[config.mk]
export PLATFORM = sky130hd
export DESIGN_NAME = rle_decompress_ctrl
export DESIGN_NICKNAME = d
export VERILOG_FILES = /design/src/rtl/rle_decompress_ctrl.sv
export SDC_FILE = /design/constraint.sdc
export NUM_CORES = 1
export LEC_CHECK = 0
export ABC_AREA = 1
export BUFFER_PORTS_ARGS = -buffer_cell sky130_fd_sc_hd__buf_2
export CAP_MARGIN = 20
export CORE_MARGIN = 3
export CORE_UTILIZATION = 45
export CTS_CLUSTER_SIZE = 24
export DETAILED_ROUTE_END_ITERATION = 8
export MAX_ROUTING_LAYER = met4
export PLACE_DENSITY = 0.77
export RECOVER_POWER = 50
export SYNTH_ARGS = -nofsm -noshare
export SYNTH_HDL_FRONTEND = slang
export SYNTH_SLANG_ARGS = --single-unit
[constraint.sdc]
create_clock -name clk -period 1.7 [get_ports clk]
set_clock_uncertainty 0.2 [all_clocks]
set_input_delay 0 -clock clk [delete_from_list [all_inputs] [get_ports clk]]
set_output_delay 0 -clock clk [all_outputs]
set_load 0.01 [all_outputs]
[src/rtl/rle_decompress_ctrl.sv]
// Run-length bit decompressor sequencer: expands (bit, length) codes MSB-first
// into bytes, hands them off over valid/ready and stops after IMG_BYTES bytes.
module rle_decompress_ctrl #(
  parameter int unsigned RUN_W     = 3,
  parameter int unsigned IDX_W     = 32,
  parameter int unsigned IMG_BYTES = 16
) (
  input  logic             clk,
  input  logic             rst,
  input  logic             start,
  input  logic             code_valid,
  output logic             code_ready,
  input  logic             code_bit,
  input  logic [RUN_W-1:0] code_len,
  output logic             byte_valid,
  input  logic             byte_ready,
  output logic [7:0]       byte_out,
  output logic [IDX_W-1:0] byte_indx,
  output logic [3:0]       bit_indx,
  output logic             busy,
  output logic             done,
  output logic             err
);

  typedef enum logic [2:0] {
    S_IDLE,
    S_FETCH,
    S_EXPAND,
    S_EMIT,
    S_DONE
  } state_e;

  localparam logic [IDX_W-1:0] LAST_IDX = IDX_W'(IMG_BYTES - 1);

  state_e           state_q, state_d;
  logic [7:0]       data_q, data_d;
  logic [3:0]       bit_q, bit_d;
  logic [RUN_W-1:0] rem_q, rem_d;
  logic             run_bit_q, run_bit_d;
  logic [IDX_W-1:0] idx_q, idx_d;
  logic             err_q, err_d;

  always_ff @(posedge clk or posedge rst) begin
    if (rst) begin
      state_q   <= S_IDLE;
      data_q    <= '0;
      bit_q     <= '0;
      rem_q     <= '0;
      run_bit_q <= 1'b0;
      idx_q     <= '0;
      err_q     <= 1'b0;
    end else begin
      state_q   <= state_d;
      data_q    <= data_d;
      bit_q     <= bit_d;
      rem_q     <= rem_d;
      run_bit_q <= run_bit_d;
      idx_q     <= idx_d;
      err_q     <= err_d;
    end
  end

  always_comb begin
    state_d   = state_q;
    data_d    = data_q;
    bit_d     = bit_q;
    rem_d     = rem_q;
    run_bit_d = run_bit_q;
    idx_d     = idx_q;
    err_d     = err_q;

    case (state_q)
      S_FETCH: begin
        if (code_valid) begin
          if (code_len != '0) begin
            run_bit_d = code_bit;
            rem_d     = code_len;
            state_d   = S_EXPAND;
          end else if (bit_q != '0) begin
            state_d = S_EMIT;
          end
        end
      end
      S_EXPAND: begin
        // bit_q counts filled bits, so the next free slot is 7 - bit_q
        data_d[~bit_q[2:0]] = run_bit_q;
        bit_d = bit_q + 4'd1;
        rem_d = rem_q - RUN_W'(1);
        if (bit_q == 4'd7) begin
          state_d = S_EMIT;
        end else if (rem_q == RUN_W'(1)) begin
          state_d = S_FETCH;
        end
      end
      S_EMIT: begin
        if (byte_ready) begin
          idx_d  = (idx_q == '1) ? idx_q : idx_q + IDX_W'(1);
          data_d = '0;
          bit_d  = '0;
          if (idx_q == LAST_IDX) begin
            state_d = S_DONE;
            if (rem_q != '0) err_d = 1'b1;
            rem_d = '0;
          end else if (rem_q != '0) begin
            state_d = S_EXPAND;
          end else begin
            state_d = S_FETCH;
          end
        end
      end
      default: ;
    endcase

    // start overrides everything, including a handshake in the same cycle
    if (start) begin
      state_d = S_FETCH;
      data_d  = '0;
      bit_d   = '0;
      rem_d   = '0;
      idx_d   = '0;
      err_d   = 1'b0;
    end
  end

  assign code_ready = (state_q == S_FETCH);
  assign byte_valid = (state_q == S_EMIT);
  assign byte_out   = data_q;
  assign byte_indx  = idx_q;
  assign bit_indx   = bit_q;
  assign busy       = (state_q == S_FETCH) || (state_q == S_EXPAND) || (state_q == S_EMIT);
  assign done       = (state_q == S_DONE);
  assign err        = err_q;

endmodule

Word level (Yosys, flattened, before mapping)
Cells that the tools add are included.

Mux-type cells: 34. Magnitude comparators: 2. Reductions and logical operators: 18. Bitwise gates (word level): 1. Add/subtract/negate cells: 3. Equal/unequal tests: 15.

Operators by type and width (number): 32-bit two-way mux (4); 3-bit two-way mux (13); 32-bit by 1-bit adder with 32-bit output (second input constant) (1); 32-bit equality test (second input constant) (1); 32-bit by 4-bit equality test with 1-bit output (second input constant) (1); 3-bit one-hot mux with 3 select lines (2); 8-bit two-way mux (2); 8-bit one-hot mux with 2 select lines (1); 5-bit AND reduction (2); 3-bit by 2-bit inequality test with 1-bit output (second input constant) (3); 3-bit nonzero test (3); 8-bit bitwise mux (1); 4-bit two-way mux (2); 4-bit one-hot mux with 2 select lines (1); 2-bit nonzero test (4); 4-bit nonzero test (2); 3-bit by 1-bit equality test with 1-bit output (second input constant) (2); 3-bit by 2-bit equality test with 1-bit output (second input constant) (2); 1-bit two-way mux (6); 3-bit AND reduction (2); 4-bit by 1-bit adder with 4-bit output (second input constant) (1); 4-bit by 3-bit equality test with 1-bit output (second input constant) (1); 3-bit by 4-bit less-than comparator with 1-bit output (second input constant) (1); 4-bit by 2-bit inequality test with 1-bit output (second input constant) (1); 13 further kinds (14).

Word-level logic and storage cells: 80. Bits of input ports: 9. Output and inout bits: 49. Register bits: 52.

Longest topological paths before layout
Gate-level depths: netlist (run 1).

Depth after elaboration: 8. Gate-level depth with buffers: 11. Depth with buffers taken out: 10.

Worst setup path before layout (run 1)
Ideal clock, no wire load.

Kind: reg-to-reg. Start: register idx_q[0] (netlist: byte_indx[0]). End: register idx_q[10] (netlist: byte_indx[10]). Data required time: 1374 ps. Cell stages (with the launch flop): 11. Slack: -220 ps. Arrival time: 1594 ps. Clock period less this slack: 1920 ps. Library setup time: 126 ps. Path buffers: 2. Cells stage by stage: dfrtp_1 -> ha_1 -> inv_2 -> nor2_2 -> nand2_2 -> nor2_1 -> nand3_1 -> nand2_2 -> buf_6 -> buf_6 -> o21ai_0.

Longest elaborated chain between the ends: 5. Elaborated cells on any way between the ends: 8. Those cells by class: 1 x add/sub; 2 x eq/ne; 4 x mux; 1 x reduce/logical.

RTL lines: start, declared (RTL line 40) `logic [IDX_W-1:0] idx_q, idx_d;`; start signal, assigned (RTL line 58) `idx_q <= idx_d;`; 32-bit by 1-bit adder with 32-bit output (RTL line 97) `idx_d = (idx_q == '1) ? idx_q : idx_q + IDX_W'(1);`; 32-bit two-way mux (RTL line 97); 32-bit two-way mux (RTL line 96) `if (byte_ready) begin`; 32-bit two-way mux (RTL line 72) `case (state_q)`; 32-bit two-way mux (RTL line 115) `if (start) begin`.

Several ways; a longest one is shown, not always the timed one. The select of a mux whose other input is x is not followed. A chain may end at the register's enable or synchronous reset.

Worst setup path in the final report (run 1)
Start: register idx_q[0] (netlist: byte_indx[0]). End: register idx_q[25] (netlist: byte_indx[25]).

Same word-level chain as after synthesis.

==> results of run 1 <==
==> registers in the layout, indices dropped and copies added (netlist names) <==
signal,flops
byte_indx,32
byte_out,8
run_bit_q,1
state_q,3
err,1
rem_q,3
bit_indx,4
==> cells in the mapped netlist (2+ instances only) <==
cell type / n
nor2_2: 2
buf_6: 3
dfrtp_1: 52
o21bai_1: 2
nor2_1: 92
a21oi_1: 9
clkbuf_1: 3
inv_1: 44
nor3_1: 6
nand3_1: 68
o21ai_0: 45
nand2_1: 178
inv_2: 2
or2_2: 3
o21ai_1: 3
o31ai_1: 5
buf_2: 6
ha_1: 6
nand4_1: 2
xor2_1: 6
o22ai_1: 3
buf_1: 2
nand2_2: 2
==> power by group <==
group | total (mW) | leakage [nW] | internal [mW] | switching [mW]
logic | 2.02 | 1.80 | 0.857 | 1.17
registers | 1.54 | 0.699 | 1.37 | 0.165
clock network | 0.778 | 0.0452 | 0.302 | 0.476
==> critical path: stages (launching register included) <==
cell and delay, ns:
dfrtp_2 0.41, ha_4 0.19, inv_4 0.05, nor2_4 0.15, nand2_4 0.09, nor2_4 0.11, nand3_4 0.13, nand2_8 0.17
clkbuf_16 0.18, nand2_2 0.05, o21ai_1 0.08
==> final cells by class <==
type                            instances  area share, %
Inverter                               46           3.30
Clock inverter                          3          0.471
Clock buffer                            5           1.30
Timing Repair Buffer                  155           22.5
Sequential cell                        52           24.7
Multi-Input combinational cell        438           45.3
Tap cell                               99           2.33
==> repair_timing <==
item,CTS,global route
setup buffers,9,14
hold endpoints to repair,62,0
endpoints found under the setup margin,37,51
cloned,2,6
hold buffers,8,0
pin swaps,2,31
resized for setup,29,138
==> layer usage <==
metal | wire [um] | up-vias
li1 | - | 2071
met1 | 5250 | 2161
met2 | 6470 | 365
met3 | 1470 | 127
met4 | 906 | 0
met5 | 0 | -
==> stage by stage <==
stage,power (mW),utilization (%)
floorplan,2.43,-
global placement,2.85,59.2
detailed placement,2.90,59.2
CTS,3.79,63.5
global route,4.57,71.7
finish,4.34,71.7
==> path summary, 6_finish.rpt <==
| kind | startpoint | end | slack (ns) | depth (start not counted) |
|---|---|---|---|---|
| min in group asynchronous | rst | byte_indx[7] | 0.24 | 4 |
| hold reg to reg | rem_q[1] | rem_q[1] | 0.30 | 2 |
| hold / removal | start | bit_indx[1] | 0.04 | 4 |
| setup / recovery | byte_indx[0] | byte_indx[25] | -0.22 | 10 |
| setup reg to reg | byte_indx[0] | byte_indx[25] | -0.22 | 10 |
| max in group asynchronous | rst | byte_indx[15] | 0.49 | 4 |
==> cells by family (layout without fill, tap and decap cells) <==
logic type / Yosys count / count (layout) / synth area share [%]
AND/OR/NAND/NOR: 354 / 355 / 41.1
flip-flops: 52 / 52 / 36.9
AO/OA/AOI/OAI: 69 / 69 / 10.6
XOR/XNOR: 7 / 7 / 1.74
multiplexers: 1 / 1 / 0.319
buffers and inverters: 60 / 209 / 7.24
adder cells (fa/ha/maj): 6 / 6 / 2.13
==> layout by cell type (no fill, tap or decap), drive strengths merged, types with 3 or more instances in the layout <==
| cell | netlist | final |
|---|---|---|
| xor2 | 6 | 6 |
| nor3 | 6 | 6 |
| nand2 | 180 | 181 |
| o31ai | 5 | 5 |
| o22ai | 3 | 3 |
| buf | 11 | 137 |
| a21oi | 10 | 10 |
| dfrtp | 52 | 52 |
| ha | 6 | 6 |
| inv | 46 | 48 |
| nor2 | 94 | 94 |
| nand3 | 68 | 68 |
| or2 | 3 | 3 |
| clkbuf | 3 | 15 |
| o21ai | 48 | 48 |
| dlygate4sd3 | 0 | 8 |
==> flow_metrics.py, run 1 <==
metrics = {
    "run_status": {
        "status": "finished, violations left",
        "violations": "negative setup slack",
    },
    "placement": {
        "dp_slack_ns": -0.0742,
        "hpwlAfterDp_um": 7700,
        "dpl.cell_count": 752,
        "gp_congestion": 0.948,
        "place_area_sq_um": 4390,
        "portBuffers": 57,
    },
    "sta": {
        "holdWs_ns": 0.0390,
        "relSlewSlack_pct": 49.7,
        "finalHoldViolCount": 0,
        "fin_ws_ns": -0.215,
        "fin_crit_ns": 1.92,
        "period_share_pct": 113,
        "rsz0062_at_grt": "yes",
        "worst_pin_slew_ns": 0.754,
        "finalSetupViolCount": 39,
        "tns_ns": -5.77,
        "max_freq_mhz": 522,
        "drv_slew": 0,
    },
    "clocking": {
        "cts.sinks": 52,
        "clk_pin_slew_ns": 0.11,
        "cts_buffers": 5,
        "clkLatencyLatePin_ns": 0.32,
        "cts_tree": "done",
        "clockBufferDepth": 2,
        "htreeDepth": 2,
        "clock-root-buffer": "clkbuf_8",
    },
    "floorplanning": {
        "ios": 58,
        "rows": 31,
        "die_w_um": 94.5,
        "core_area_sq_um": 7410,
        "die_y_um": 94.5,
        "initial_core_util_pct": 47.6,
        "die_area_sq_um": 8930,
    },
    "logic_synthesis": {
        "ys.flop_type": "dfrtp_1",
        "synth_top_area_cell": "dfrtp_1",
        "synth_area_sq_um": 3520,
        "ys_seq_area_share_pct": 36.9,
        "yosysWarnings": 0,
        "netlist_instances": 549,
        "ys_ff_latch": 52,
        "netlist.area_leader.share_pct": 36.9,
        "synth.area.top_cells": "dfrtp_1 37%, nand2_1 19%, nor2_1 9.8%",
        "synth_cell_types": 28,
        "syn_nets": 564,
        "ys_async_sr_fraction_pct": 100,
        "syn_avg_cell_area_sq_um": 6.42,
        "synth_edf_count": 0,
    },
    "global_routing": {
        "grt_max_degree": 53,
        "antenna_found_initial": 0,
        "gr-max-usage-layer": "met2",
        "grt_first_pass_wirelength_um": 17500,
        "overflow": 0,
        "met1_usage_pct": 33.8,
        "grt_pass1_vias": 3737,
        "use_met2_pct": 40.6,
        "use_met3_pct": 3.51,
        "gr-usage-all-layers_pct": 25.3,
    },
    "drt": {
        "drc": 0,
        "postRouteAntennaNets": 0,
        "via_per_inst": 5.92,
        "num_vias": 4724,
        "first_iter_violations": 521,
        "wl_per_cell_um": 17.7,
        "wl_um": 14100,
        "drtPass1Iterations": 6,
    },
    "cells_and_area": {
        "final_area_sq_um": 5310,
        "design.final.nets": 713,
        "multi_input_area_sq_um": 2410,
        "n_fill_cell": 526,
        "syn_to_final_growth_pct": 50.7,
        "diodes": 0,
        "drive_gt1_share_pct": 39.2,
        "ff_latch_area_sq_um": 1310,
        "fin_cells": 798,
    },
    "worst_setup_path": {
        "end_kind": "register",
        "worstPathArrival_ns": 1.95,
        "worstSetupPathType": "reg -> reg",
        "crit_required_ns": 1.74,
        "worstSetupStartpointType": "register",
        "critPathMaxFanout": 7,
    },
    "worst_hold_path": {
        "hold_class": "in -> reg",
    },
    "power": {
        "ir_drop_mv": 0.546,
        "leakagePower_nw": 2.54,
        "powerDensity_nw_per_um2": 817,
    },
    "flow_run": {
        "max_cap_viol_count": 0,
    },
}
(Power assumes the default switching activity.)
==> run 2: changes to the inputs <==
- CELL_PAD_IN_SITES_DETAIL_PLACEMENT: unset -> 1
- CELL_PAD_IN_SITES_GLOBAL_PLACEMENT: unset -> 1
- CORE_UTILIZATION: 45 -> 36
- PLACE_DENSITY: 0.77 -> 0.85
==> flow_metrics.py, run 2 (synthesis gave the netlist of run 1 again) <==
metrics = {
    "run_status": {
        "status": "finished, violations left",
        "violations": "negative setup slack",
    },
    "sta": {
        "rsz0062_at_grt": "yes",
        "worst_pin_slew_ns": 0.774,
        "relSlewSlack_pct": 48.4,
        "fin_crit_ns": 2.07,
        "drv_slew": 0,
        "finalSetupViolCount": 49,
        "fin_ws_ns": -0.368,
        "holdWs_ns": 0.221,
        "tns_ns": -8.01,
        "finalHoldViolCount": 0,
        "max_freq_mhz": 484,
        "period_share_pct": 122,
    },
    "power": {
        "switchingPower_mw": 1.97,
        "p_total_mw": 4.45,
        "powerDensity_nw_per_um2": 848,
        "p_int_mw": 2.48,
        "ir_drop_mv": 0.437,
        "power_frac_clock_pct": 18.6,
        "power_frac_seq_pct": 35.3,
        "leakagePower_nw": 2.45,
        "swShare_pct": 44.3,
        "pwr-share-comb_pct": 46.2,
    },
    "worst_setup_path": {
        "reg2reg_depth": 8,
        "r2r_slack_ns": -0.37,
        "critPathCapture": "byte_indx[25]",
        "critPathMaxFanout": 5,
        "r2r-end": "byte_indx[25]",
        "worstSetupStartpointType": "register",
        "crit_required_ns": 1.75,
        "worstSetupPathType": "reg -> reg",
        "r2r-start": "byte_indx[2]",
        "crit_start": "byte_indx[2]",
        "end_kind": "register",
        "worstPathArrival_ns": 2.12,
    },
    "clocking": {
        "clkLatencyLatePin_ns": 0.34,
        "cts.sinks": 52,
        "clock-root-buffer": "clkbuf_8",
        "clockBufferDepth": 2,
        "cts_buffers": 5,
        "htreeDepth": 2,
        "cts_tree": "done",
        "clk_pin_slew_ns": 0.11,
    },
    "global_routing": {
        "antenna_found_initial": 1,
        "gr-usage-all-layers_pct": 26.2,
        "grt_max_degree": 53,
        "overflow": 0,
        "grt_pass1_vias": 4639,
        "grt_first_pass_wirelength_um": 22900,
    },
    "drt": {
        "drc": 0,
        "postRouteAntennaNets": 0,
        "first_iter_violations": 443,
        "drtPass1Iterations": 5,
        "num_vias": 4824,
        "via_per_inst": 5.84,
        "wl_per_cell_um": 22.2,
        "wl_um": 18300,
    },
    "cells_and_area": {
        "largest_reg_flops": 32,
        "design.final.nets": 710,
        "fin_cells": 826,
        "syn_to_final_growth_pct": 48.8,
        "fin_util_pct": 56.0,
        "final_area_sq_um": 5250,
        "mostFrequentLayoutCells": "150 x nand2_1, 71 x buf_4, 62 x nand3_1",
        "final_common_cell": "nand2_1",
        "n_fill_cell": 1258,
        "drive_gt1_share_pct": 37.5,
    },
    "placement": {
        "dp_slack_ns": -0.157,
        "portBuffers": 57,
        "gp_congestion": 0.912,
        "place_area_sq_um": 4510,
        "hpwlAfterDp_um": 10000,
        "dpl.cell_count": 793,
    },
    "worst_hold_path": {
        "hold_class": "in -> async",
    },
    "flow_run": {
        "max_cap_viol_count": 0,
    },
    "floorplanning": {
        "rows": 35,
        "ios": 58,
        "core_area_sq_um": 9370,
        "die_w_um": 105,
        "die_y_um": 105,
        "die_area_sq_um": 11000,
        "initial_core_util_pct": 37.6,
    },
}
-- run 2: changes by cell type in the layout (fill, tap and decap cells not counted), moves of 3 or more --
cell	delta
nor2_4	+5
o21ai_1	+7
nand2_4	-7
o21ai_2	-10
nor2_1	-6
inv_2	-3
buf_4	-3
o21ai_0	+4
clkbuf_1	-4
buf_2	+4
nand2_1	+8
-- run 2: metal layers --
| metal | vias up | part of all wire [%] | global-route usage [%] | wire length [um] |
|---|---|---|---|---|
| li1 | 2057 | - | - | - |
| met1 | 2381 | 40 | 31.8 | 7330 |
| met2 | 288 | 48 | 45.3 | 8750 |
| met3 | 98 | 7.4 | 3.34 | 1350 |
| met4 | 0 | 4.9 | 8.53 | 903 |
| met5 | - | 0 | - | 0 |
-- run 2: worst min path at each step --
stage / from / end / slack, ns / cells after the start
after global placement: rst / byte_indx[2] / -0.13 / 3
after global routing: code_bit / run_bit_q / 0.26 / 3
after floorplan: code_bit / run_bit_q / -0.05 / 1
after CTS: start / bit_indx[2] / 0.03 / 5
final: rst / byte_indx[2] / 0.22 / 4
after detailed placement: rst / byte_indx[17] / -0.12 / 3
-- run 2: worst max-delay path, stage by stage (launching register included) --
cell	delay [ns]
dfrtp_2	0.44
nand2_1	0.12
nor2_2	0.24
nand2_2	0.19
nor2_2	0.26
nand2_1	0.09
nand2_1	0.08
nand3_1	0.13
o21ai_1	0.22
-- run 2: power by group through the flow --
stage | combinational [mW] | sequential, mW | clock, mW
after floorplan | 0.898 | 1.54 | 0
after global placement | 1.37 | 1.54 | 0
after detailed placement | 1.47 | 1.56 | 0
after CTS | 1.54 | 1.54 | 0.815
after global routing | 2.19 | 1.58 | 0.888
final | 2.05 | 1.57 | 0.826
-- run 2: final cells by class --
class	instances	area, sq um	share of cell area [%]
Antenna cell	1	2.50	0.0477
Clock buffer	5	68.8	1.31
Clock inverter	3	27.5	0.525
Inverter	46	175	3.34
Multi-Input combinational cell	437	2340	44.6
Sequential cell	52	1320	25.1
Tap cell	129	161	3.08
Timing Repair Buffer	153	1150	22.0
-- run 2: what timing repair did --
item,4_1_cts,5_1_grt
setup endpoints to repair,41,50
resized for setup,37,112
hold buffers,9,0
setup buffers,1,10
cloned,0,4
pin swaps,0,17
hold endpoints to repair,60,0
